`src/rtl/mvf_sched_pkg.sv`:
```
// mvf_sched_pkg: shared types, widths and the round-robin picker for the channel scheduler.
package mvf_sched_pkg;

    localparam int DW = 32;
    localparam int MAX_CH = 8;

    typedef enum logic [2:0] {S_CLEAR, S_IDLE, S_ARB, S_ISSUE, S_WAIT} state_t;

    // First set bit of pend at or after ptr, wrapping within n channels.
    function automatic logic [2:0] rr_pick(input logic [MAX_CH-1:0] pend, input logic [2:0] ptr, input int n);
        logic [2:0] pick;
        int idx;
        pick = ptr;
        for (int i = MAX_CH - 1; i >= 0; i--) begin
            if (i < n) begin
                idx = int'(ptr) + i;
                if (idx >= n) idx = idx - n;
                if (pend[3'(idx)]) pick = 3'(idx);
            end
        end
        return pick;
    endfunction

endpackage

```
`src/rtl/mvf_trig_div.sv`:
```
// mvf_trig_div: registered tick on every DIV_FACTOR-th trig pulse; DIV_FACTOR <= 1 passes trig through.
module mvf_trig_div #(
    parameter int DIV_FACTOR = 4
) (
    input  logic clk,
    input  logic n_rst,
    input  logic i_trig,
    output logic o_tick
);

    logic [5:0] r_cnt;
    logic       r_tick;
    logic       w_last;

    assign w_last = r_cnt == 6'(DIV_FACTOR - 1);
    assign o_tick = r_tick;

    always_ff @(posedge clk or negedge n_rst) begin
        if (!n_rst) begin
            r_cnt  <= '0;
            r_tick <= 1'b0;
        end else if (DIV_FACTOR <= 1) begin
            r_tick <= i_trig;
        end else begin
            r_tick <= i_trig && w_last;
            if (i_trig) r_cnt <= w_last ? '0 : r_cnt + 1'b1;
        end
    end

endmodule

```
`src/rtl/mvf_ch_scheduler.sv`:
```
// mvf_ch_scheduler: round-robin sharing of one moving-average datapath across N_CH channels.
// Define MVF_SCHED_TIMEOUT_EN to add a WAIT watchdog of TMO_CYC cycles.
module mvf_ch_scheduler
    import mvf_sched_pkg::*;
#(
    parameter int N_CH       = 4,
    parameter int DIV_FACTOR = 4,
    parameter int WIN_LOG2   = 13,
    parameter int TMO_CYC    = 64,
    localparam int IW = (N_CH > 1) ? $clog2(N_CH) : 1,
    localparam int AW = IW + WIN_LOG2
) (
    input  logic               clk,
    input  logic               n_rst,
    input  logic               i_trig,
    input  logic [N_CH-1:0]    i_ch_en,
    input  logic               i_soft_clr,
    input  logic [N_CH*DW-1:0] i_din,
    output logic               o_mv_start,
    output logic               o_mv_clr,
    output logic [AW-1:0]      o_mv_addr,
    output logic [IW-1:0]      o_mv_ch,
    output logic [DW-1:0]      o_mv_din,
    input  logic               i_mv_done,
    input  logic [DW-1:0]      i_mv_dout,
    output logic [N_CH*DW-1:0] o_dout,
    output logic [N_CH-1:0]    o_dout_vld,
    output logic               o_busy,
    output logic [N_CH-1:0]    o_overrun
);

    localparam logic [AW-1:0] CLR_LAST = AW'(N_CH * (1 << WIN_LOG2) - 1);

    if (N_CH < 1 || N_CH > MAX_CH) begin : g_bad_nch
        $error("N_CH out of range");
    end
    if (TMO_CYC < 1) begin : g_bad_tmo
        $error("TMO_CYC must be positive");
    end

    state_t             r_state, w_next;
    logic [AW-1:0]      r_clr_addr;
    logic [N_CH-1:0]    r_pend, r_ovr, r_vld;
    logic [IW-1:0]      r_gnt, r_rr, w_pick;
    logic [DW-1:0]      r_cap [N_CH];
    logic [N_CH*DW-1:0] r_dout;
    logic               r_sclr_q;
    logic               w_tick_raw, w_tick, w_enter_clr, w_tmo;

    mvf_trig_div #(.DIV_FACTOR(DIV_FACTOR)) u_div (
        .clk    (clk),
        .n_rst  (n_rst),
        .i_trig (i_trig),
        .o_tick (w_tick_raw)
    );

    // Ticks landing in the sweep are dropped so the cleared buffers start empty.
    assign w_tick      = w_tick_raw && r_state != S_CLEAR;
    assign w_pick      = IW'(rr_pick(MAX_CH'(r_pend), 3'(r_rr), N_CH));
    assign w_enter_clr = r_state == S_IDLE && w_next == S_CLEAR;

`ifdef MVF_SCHED_TIMEOUT_EN
    localparam int TW = $clog2(TMO_CYC + 1);
    logic [TW-1:0] r_tmo;
    assign w_tmo = r_state == S_WAIT && !i_mv_done && r_tmo == TW'(TMO_CYC - 1);
    always_ff @(posedge clk or negedge n_rst) begin
        if (!n_rst) r_tmo <= '0;
        else r_tmo <= (r_state == S_WAIT && !i_mv_done && !w_tmo) ? r_tmo + 1'b1 : '0;
    end
`else
    assign w_tmo = 1'b0;
`endif

    always_comb begin
        w_next = r_state;
        case (r_state)
            S_CLEAR: w_next = (r_clr_addr == CLR_LAST) ? S_IDLE : S_CLEAR;
            S_IDLE:  w_next = (|r_pend) ? S_ARB : r_sclr_q ? S_CLEAR : S_IDLE;
            S_ARB:   w_next = S_ISSUE;
            S_ISSUE: w_next = S_WAIT;
            S_WAIT:  w_next = i_mv_done ? ((|r_pend) ? S_ARB : S_IDLE) : w_tmo ? S_IDLE : S_WAIT;
            default: w_next = S_CLEAR;
        endcase
    end

    assign o_mv_start = r_state == S_ISSUE;
    assign o_mv_clr   = r_state == S_CLEAR;
    assign o_mv_addr  = o_mv_clr ? r_clr_addr : {r_gnt, {WIN_LOG2{1'b0}}};
    assign o_mv_ch    = r_gnt;
    assign o_mv_din   = r_cap[r_gnt];
    assign o_busy     = r_state != S_IDLE;
    assign o_dout     = r_dout;
    assign o_dout_vld = r_vld;
    assign o_overrun  = r_ovr;

    always_ff @(posedge clk or negedge n_rst) begin
        if (!n_rst) begin
            r_state    <= S_CLEAR;
            r_clr_addr <= '0;
            r_pend     <= '0;
            r_ovr      <= '0;
            r_vld      <= '0;
            r_gnt      <= '0;
            r_rr       <= '0;
            r_dout     <= '0;
            r_sclr_q   <= 1'b0;
            for (int k = 0; k < N_CH; k++) r_cap[k] <= '0;
        end else begin
            r_state    <= w_next;
            r_clr_addr <= w_enter_clr ? '0 : (r_state == S_CLEAR) ? r_clr_addr + 1'b1 : r_clr_addr;
            r_sclr_q   <= (r_sclr_q | i_soft_clr) & ~w_enter_clr;
            r_vld      <= '0;
            if (r_state == S_ARB) begin
                r_gnt <= w_pick;
                r_rr  <= (w_pick == IW'(N_CH - 1)) ? '0 : w_pick + 1'b1;
            end
            if (r_state == S_ISSUE) r_pend[r_gnt] <= 1'b0;
            if (r_state == S_WAIT && i_mv_done) begin
                r_dout[r_gnt*DW +: DW] <= i_mv_dout;
                r_vld[r_gnt]           <= 1'b1;
            end
            if (w_tmo) r_ovr[r_gnt] <= 1'b1;
            // Later assignments win: a tick re-arms a channel even while it is being issued.
            for (int k = 0; k < N_CH; k++) begin
                if (w_tick && i_ch_en[k]) begin
                    r_cap[k]  <= i_din[k*DW +: DW];
                    r_pend[k] <= 1'b1;
                    if (r_pend[k]) r_ovr[k] <= 1'b1;
                end
            end
            if (w_enter_clr) r_ovr <= '0;
        end
    end

endmodule

```
`config.mk`:
```
export PLATFORM = sky130hd
export DESIGN_NAME = mvf_ch_scheduler
export DESIGN_NICKNAME = d
export VERILOG_FILES = /design/src/rtl/mvf_sched_pkg.sv /design/src/rtl/mvf_trig_div.sv /design/src/rtl/mvf_ch_scheduler.sv
export SDC_FILE = /design/constraint.sdc
export NUM_CORES = 1
export LEC_CHECK = 0
export ABC_AREA = 1
export CAP_MARGIN = 20
export CORE_MARGIN = 4
export CORE_UTILIZATION = 49
export DETAILED_ROUTE_END_ITERATION = 12
export PLACE_DENSITY = 0.87
export SLEW_MARGIN = 20
export SYNTH_ARGS = -nofsm -noshare
export SYNTH_HDL_FRONTEND = slang
export SYNTH_SLANG_ARGS = --single-unit
```
`constraint.sdc`:
```
create_clock -name clk -period 2.78 [get_ports clk]
set_input_delay 0.556 -clock clk [delete_from_list [all_inputs] [get_ports clk]]
set_output_delay 0.556 -clock clk [all_outputs]
set_load 0.01 [all_outputs]
```
==> summary.md, run 1 <==
| Metric | Value |
|---|---|
| Net Sw Frac | between 20% and 30% |
| Clock root buffer | clkbuf_16 |
| Most frequent cells after synthesis | 298 x dfrtp_1, 212 x o21ai_0, 186 x nand2_1 |
| Final cycle utilization of the critical path | 96.0% |
| Sequential share of the synthesized area | a little under three fifths |
| Setup tns final | 0 ns |
| Largest family of logic cells by synthesized area | simple AND/OR/NAND/NOR gates |
| PD cells | 497 mW/mm2 |
| Post-synthesis compound-gate area fraction | about 10% |
| Int Pwr | 7.11 mW |
| Largest stage delay on the critical path | about 0.56 ns |
| Proportion of layout cells with a drive suffix above 1 | 13.4% |
| Worst setup path start | o_mv_ch[0] |
| Maximum buffer depth of the clock tree | 3 |
| Min-delay worst type | reg -> reg |
| Vias in the first global route | between 10k and 15k |
| Synthesis warning total | 0 |
| Initial antenna violation count | 1 |
| RSZ-0062 raised after global routing | false |
| Final hold vios | 0 |
| Simple-gate area share of the yosys netlist | between 10% and 20% |
| Post-synth top area cell | dfrtp_1 |
| Slew HR | 59.5% |
| Via count | approximately 12k |
| Antenna cells | 0 |
| Die height | 172 um |
| Die width | 172 um |
| Status | completed |
| Switching pwr | 2.00 mW |
| Worst setup margin | 0.110 ns |
| Layout area overhead | 38.7% |
| Initial core utilization | 50.3% |
| Drt pass-1 iters | 6 |
| Worst skew pair latency | 0.55 ns |
| Ports | 357 |
| Adder-cell share of the synthesized area | 1.04% |
| Comb pwr share | 6.7% |
| Gr ovfl total | 0 |
| Total placed instance area | roughly 0.017 mm2 |
| CP startpoint kind | flop |
| Area fraction of the dominant cell type after synthesis | 56.4% |
| Cell area after synthesis | 0.0132 mm2 |
| VDD IR max | 485 uV |
| Clock slew at reported path FFs | 0.06 ns |
| Hold path startpoint | r_cap[90] |
| Max frequency | about 0.37 GHz |
| Largest net degree at the start of global routing | 84 |
| Slew @ Worst Pin | 0.607 ns |
| Routed WL per cell | 21.6 um |
| Number of routed nets with antenna violations | 0 |
| FFs w/ async S/R, synth | 100% |
| Post-synthesis mux area share | between 10% and 20% |
| Total CTS buffers | 30 |
| Final instance area | 0.0183 mm2 |
| Cell with the most instances after synthesis | dfrtp_1 |
| Data required time of the worst path | roughly 2.2 ns |
| Post-Synth XOR/XNOR Area | less than 1% |
| IO buf count | 356 |
| Post-Syn Instances | 1331 |
| Clock skew | 0.0149 ns |
| GRT Total Usage | 28.5% |
| Place WS | 0.297 ns |
| FILL cells | 1770 |
| Routed wire length | 43.6 mm |
| Max Slew Vio Count | 0 |
| Syn avg cell area | 9.93 um2 |
| Worst Reg-to-Reg Cells | 9 |
| CTS tree | built |
| Worst r2r src | o_mv_ch[0] |
| Num rows | 59 |
| Seq pwr share | 49.8% |
| Final GP Congestion | around 0.92 |
| Nets@finish | 1850 |
| Synth area leaders | dfrtp_1 56%, mux2_2 10%, o21ai_0 8.0%, nand2_1 5.3%, nand3_1 3.3% |
| Remaining DRCs | 0 |
| Max_cap viols | 0 |
| CTS sink cnt | 298 |
| Htree depth | 1 |
| Final core occ | approximately 70% |
| Drt first-iter violations | roughly 1.3k |
| Tot Pwr | a little over 9 mW |
| Leak | 9.40 nW |
| Final setup fails | 0 |
| Unique masters post-synth | 34 |
| Die area | 0.0297 mm2 |
| Setup Crit Path Kind | reg -> out |
| Slowest cell on crit path | dfrtp_4 |
| Worst-path cell chain | buf_4 -> clkbuf_16 -> nor2_1 -> o22ai_1 -> dlygate4sd2_1 |
| #FFs+latches synth | 298 |
| Detailed placement HPWL | slightly below 30 mm |
| WHS Path Cells | 1 |
| Fin crit period | 2.67 ns |
| CP max FO | 24 |
| Worst path arrival time | about 2.1 ns |
| Clk network pwr share | between 40 and 50% |
| Main flop type after synthesis | dfrtp_1 |
| Synth Net Count | between 1.5k and 2k |
| Global-route wire length before repair | 66.8 mm |
| Worst setup EP type | output pin |
| Via density per instance | 5.90 |
| Core ar. | 0.0263 mm2 |
| Post-synth EDFFs | 0 |
area by class of cell:
cell class	instances	area (um2)	share of cell area [%]
Tap cell	335	419	2.29
Inverter	69	272	1.48
Multi-Input combinational cell	871	5160	28.2
Clock inverter	7	85.1	0.464
Timing Repair Buffer	400	4070	22.2
Sequential cell	298	7460	40.7
Clock buffer	44	865	4.72
worst max-delay path, delay by kind of cell, from the launching register on:
kind                   cells  cell delay (ns)
buffers and inverters      3             0.66
flip-flops                 1             0.56
AND/OR/NAND/NOR            1             0.21
AO/OA/AOI/OAI              1             0.13
flip-flops by register name, indices dropped and copies added (netlist names), 3 cells and up:
register / flops
r_clr_addr: 15
r_state: 3
r_cap: 128
o_dout_vld: 4
r_pend: 4
u_div.r_cnt: 6
o_dout: 128
o_overrun: 4
cells in the final DEF (no fill, tap or decap), types with 10 or more instances in the layout:
| cell type | netlist | layout |
|---|---|---|
| clkdlybuf4s50_1 | 0 | 321 |
| dfrtp_1 | 298 | 297 |
| o21ai_0 | 212 | 212 |
| nand2_1 | 186 | 186 |
| mux2_2 | 118 | 118 |
| nor2_1 | 106 | 100 |
| nand3_1 | 86 | 86 |
| nand4_1 | 66 | 66 |
| inv_1 | 66 | 65 |
| clkbuf_16 | 0 | 32 |
| o22ai_1 | 32 | 31 |
| buf_4 | 1 | 31 |
| dlymetal6s2s_1 | 0 | 17 |
| dlygate4sd2_1 | 0 | 17 |
| ha_1 | 11 | 11 |
| mux2_1 | 10 | 10 |
kinds of logic (layout without fill, tap and decap cells):
family / Yosys count / count (layout)
adder cells (fa/ha/maj): 11 / 11
buffers and inverters: 162 / 520
XOR/XNOR: 8 / 8
multiplexers: 128 / 128
AO/OA/AOI/OAI: 259 / 259
flip-flops: 298 / 298
AND/OR/NAND/NOR: 465 / 465
routing by layer:
metal  vias up  track usage [%]  part of all wire [%]
li1       5247                -                     -
met1      5842             34.4                    36
met2       723             49.1                    50
met3       125             8.12                    10
met4         2             10.4                   3.9
met5         -                0                 0.018
power by group through the flow:
stage | Clock, mW | Combinational (mW) | Sequential [mW]
2_1_floorplan | 0 | 0.162 | 4.58
3_3_place_gp | 0 | 0.598 | 4.60
3_5_place_dp | 0 | 0.615 | 4.61
4_1_cts | 4.02 | 0.616 | 4.53
5_1_grt | 4.25 | 0.663 | 4.54
6_report | 3.97 | 0.606 | 4.53
final timing paths:
kind                                endpoint  slack, ns
worst max register to register    o_dout[18]       0.48
min in group asynchronous          r_cap[97]       0.54
worst min register to register     r_cap[90]       0.50
max in group asynchronous         o_mv_ch[0]       1.38
worst max-delay path            o_mv_din[11]       0.11
worst min-delay path               r_cap[90]       0.50
through the flow:
step                instances  hold slack (ns)
detailed placement       1968            0.483
finish                   2024            0.504
floorplan                1331            0.260
CTS                      2022            0.498
global placement         1968            0.477
global route             2024            0.512
repair_timing:
| item | 4_1_cts | 5_1_grt |
|---|---|---|
| buffers inserted | 2 | 1 |
| cloned | 0 | 1 |
| hold endpoints to repair | 24 | 0 |
| endpoints found under the setup margin | 40 | 21 |
| resized for setup | 31 | 21 |
| hold buffers | 1 | 0 |
| pin swaps | 2 | 0 |
No activity file was read; power rests on OpenSTA's default activity.
==> run 2: changes to the inputs <==
--- a/config.mk
+++ b/config.mk
@@ -6,12 +6,12 @@
 export NUM_CORES = 1
 export LEC_CHECK = 0
 export ABC_AREA = 1
-export CAP_MARGIN = 20
+export CAP_MARGIN = 5
 export CORE_MARGIN = 4
 export CORE_UTILIZATION = 49
 export DETAILED_ROUTE_END_ITERATION = 12
 export PLACE_DENSITY = 0.87
-export SLEW_MARGIN = 20
+export SLEW_MARGIN = 10
 export SYNTH_ARGS = -nofsm -noshare
 export SYNTH_HDL_FRONTEND = slang
 export SYNTH_SLANG_ARGS = --single-unit
==> results of run 2 <==
Final layout, timing and power as in run 1 (identical DEF).
==> run 3: changes to the inputs <==
--- a/config.mk
+++ b/config.mk
@@ -11,6 +11,7 @@
 export CORE_UTILIZATION = 49
 export DETAILED_ROUTE_END_ITERATION = 12
 export PLACE_DENSITY = 0.87
+export SETUP_SLACK_MARGIN = 0.3
 export SLEW_MARGIN = 10
 export SYNTH_ARGS = -nofsm -noshare
 export SYNTH_HDL_FRONTEND = slang
==> run 3 against run 2 <==
  * Non-clock buffer count grew 20
  * First-iteration DRC count is 38% higher
  * Worst setup slack improved by 0.15 ns
  * Critical path depth up 1
  * Via count up 3.3%
  * Die area stayed put
  * Total power grew 3.5%
  * Combinational power increased by 2%
  * Sequential share of layout area down 1.3 points
  * Clock power is 7.6% higher
  * Critical path type unchanged
  * Largest cell class unchanged
==> summary.md, run 3 (synthesized netlist as in run 1, its figures left out) <==
| Metric | Value |
|---|---|
| Status | completed (unchanged) |
| Switching pwr | 2.10 mW (was 2.00 mW) |
| Slew HR | 55.9% (was 59.5%) |
| Comb pwr share | 6.6% (was 6.7%) |
| Total placed instance area | 0.0172 mm2 (about the same) |
| Setup Crit Path Kind | reg -> out (unchanged) |
| Leak | 9.49 nW (was 9.40 nW) |
| Drt pass-1 iters | 6 (unchanged) |
| FF+latch area | 0.00746 mm2 (unchanged) |
| Maximum buffer depth of the clock tree | 3 (unchanged) |
| Remaining DRCs | 0 (unchanged) |
| Routed wire length | 47.5 mm (was 43.6 mm) |
| Grt met1 use | 35.3% (was 34.4%) |
| GRT Total Usage | 30.5% (was 28.5%) |
| Antenna cells | 0 (unchanged) |
| Multi-input logic area | 0.00543 mm2 (was 0.00516 mm2) |
| Final GP Congestion | 0.929 (was 0.918) |
| CP Buf/Inv Count | 4 (was 3) |
| Via count | 12.3k (was 11.9k) |
| Slew @ Worst Pin | 0.656 ns (was 0.607 ns) |
| Seq pwr share | 48.2% (was 49.8%) |
| Int Pwr | 7.33 mW (was 7.11 mW) |
| Die height | 172 um (unchanged) |
| Die area | 0.0297 mm2 (unchanged) |
| Vias in the first global route | 12.8k (was 12.1k) |
| CTS sink cnt | 298 (unchanged) |
| Placed Instances | 1965 (was 1968) |
| Clock skew | 0.00868 ns (was 0.0149 ns) |
| Clock root buffer | clkbuf_16 (unchanged) |
| Worst setup EP type | output pin (unchanged) |
| VDD IR max | 486 uV (was 485 uV) |
| Max_cap viols | 0 (unchanged) |
| Total CTS buffers | 31 (was 30) |
| Met3 usage | 8.53% (was 8.12%) |
| Detailed placement HPWL | 29.7 mm (was 29.8 mm) |
| Worst skew pair latency | 0.56 ns (was 0.55 ns) |
| Initial core utilization | 50.3% (unchanged) |
| CP max FO | 10 (was 24) |
| Gr ovfl total | 0 (unchanged) |
| Worst-path cell chain | clkinv_8 -> buf_6 -> buf_12 -> nor2_1 -> o22ai_1 -> buf_2 (was buf_4 -> clkbuf_16 -> nor2_1 -> o22ai_1 -> dlygate4sd2_1) |
| FILL cells | 1712 (was 1770) |
| Net Sw Frac | 22.3% (was 21.9%) |
| Number of routed nets with antenna violations | 0 (unchanged) |
| Nets@finish | 1871 (was 1850) |
| Commonest non-fill, non-tap cell in the layout | clkdlybuf4s50_1 (unchanged) |
| Max Slew Vio Count | 0 (unchanged) |
| Post-route insts no fill | 2049 (was 2024) |
| Slowest cell on crit path | dfrtp_4 (unchanged) |
| Largest net degree at the start of global routing | 78 (was 84) |
| CTS tree | built (unchanged) |
| Worst path arrival time | 1.97 ns (was 2.11 ns) |
| Clk network pwr share | 45.2% (was 43.6%) |
| Top delay family on crit path | buffers and inverters (unchanged) |
| Global-route wire length before repair | 70.8 mm (was 66.8 mm) |
| Final instance area | 0.0189 mm2 (was 0.0183 mm2) |
| Ports | 357 (unchanged) |
| Tot Pwr | 9.43 mW (was 9.11 mW) |
| CP startpoint kind | flop (unchanged) |
| Num rows | 59 (unchanged) |
| Setup tns final | 0 ns (unchanged) |
| Min-delay worst type | reg -> reg (unchanged) |
| IO buf count | 356 (unchanged) |
| Largest stage delay on the critical path | 0.53 ns (was 0.56 ns) |
| Die width | 172 um (unchanged) |
| PD cells | 498 mW/mm2 (was 497 mW/mm2) |
| Final hold vios | 0 (unchanged) |
| Proportion of layout cells with a drive suffix above 1 | 19.8% (was 13.4%) |
| Data required time of the worst path | 2.22 ns (about the same) |
| Most frequent cells in the layout | 306 x clkdlybuf4s50_1, 297 x dfrtp_1, 186 x nand2_1, 161 x o21ai_0, 118 x mux2_2 (was 321 x clkdlybuf4s50_1, 297 x dfrtp_1, 212 x o21ai_0, 186 x nand2_1, 118 x mux2_2) |
| Final setup fails | 0 (unchanged) |
| Htree depth | 1 (unchanged) |
| GR Util met2 | 53.4% (was 49.1%) |
| Initial antenna violation count | 0 (was 1) |
| Layout area overhead | 43.1% (was 38.7%) |
| Final cycle utilization of the critical path | 90.8% (was 96.0%) |
| RSZ-0062 raised after global routing | true (was false) |
| Drt first-iter violations | 1728 (was 1255) |
| Core ar. | 0.0263 mm2 (unchanged) |
| Routed WL per cell | 23.2 um (was 21.6 um) |
| Gr busiest metal | met2 (unchanged) |
| Max frequency | 0.396 GHz (was 0.375 GHz) |
| Fin crit period | 2.52 ns (was 2.67 ns) |
| Clock slew at reported path FFs | 0.07 ns (was 0.06 ns) |
| Worst setup margin | 0.257 ns (was 0.110 ns) |
| Via density per instance | 6.02 (was 5.90) |
| Place WS | 0.188 ns (was 0.297 ns) |
## run 3: cell types whose count changed in the layout (fill, tap and decap cells not counted), moves of 6 or more
| cell | previous run | this run |
|---|---|---|
| o21ai_2 | 0 | 12 |
| nor2_2 | 5 | 24 |
| clkdlybuf4s50_1 | 321 | 306 |
| dlymetal6s2s_1 | 17 | 0 |
| o21ai_0 | 212 | 161 |
| o21ai_4 | 0 | 7 |
| o21ai_1 | 0 | 32 |
| nor2_1 | 100 | 79 |
| o22ai_2 | 1 | 12 |
| buf_2 | 0 | 29 |
| o22ai_1 | 31 | 19 |
| buf_16 | 2 | 8 |
## run 3: repair_timing
action,in CTS,in global routing
hold endpoints to repair,13,0
gates resized for setup,209,81
gates cloned,8,3
pin swaps,9,13
endpoints found under the setup margin,50,62
buffers inserted,10,6
hold buffers,1,0
## run 3: routing by layer
| metal | vias to the layer above | share of wire [%] |
|---|---|---|
| met3 | 156 | 11 |
| met4 | 0 | 4.2 |
| met5 | - | 0 |
| met1 | 6000 | 34 |
| li1 | 5290 | - |
| met2 | 885 | 50 |
## run 3: cell type report
cell class	count	share of cell area [%]
clock buffer	47	4.84
clock inverter	9	0.654
inverter	69	1.47
multi-input combinational	871	28.7
sequential	298	39.4
tap	335	2.21
timing repair buffer	420	22.7
## run 3: per-stage QoR
| stage | util (%) | hold slack, ns |
|---|---|---|
| final | 72.0 | 0.495 |
| after floorplan | - | 0.260 |
| after global placement | 65.5 | 0.470 |
| after CTS | 70.8 | 0.493 |
| after global routing | 72.0 | 0.513 |
| after detailed placement | 65.5 | 0.479 |
## run 3: final timing paths
kind,from,end,slack (ns),depth (start not counted)
max,o_mv_ch[0],o_mv_din[12],0.26,6
min,o_dout[63],o_dout[63],0.49,1
max reg2reg,o_mv_ch[0],o_dout[76],0.45,9
min reg2reg,o_dout[63],o_dout[63],0.49,1
max in group asynchronous,n_rst,r_cap[79],1.34,3
min in group asynchronous,n_rst,r_cap[102],0.60,2
## run 3: power groups by stage
| stage | clock network, mW | logic, mW | registers (mW) |
|---|---|---|---|
| after floorplan | 0 | 0.162 | 4.58 |
| after global placement | 0 | 0.599 | 4.59 |
| after detailed placement | 0 | 0.620 | 4.60 |
| after CTS | 4.30 | 0.616 | 4.53 |
| after global routing | 4.49 | 0.677 | 4.55 |
| final | 4.27 | 0.621 | 4.54 |
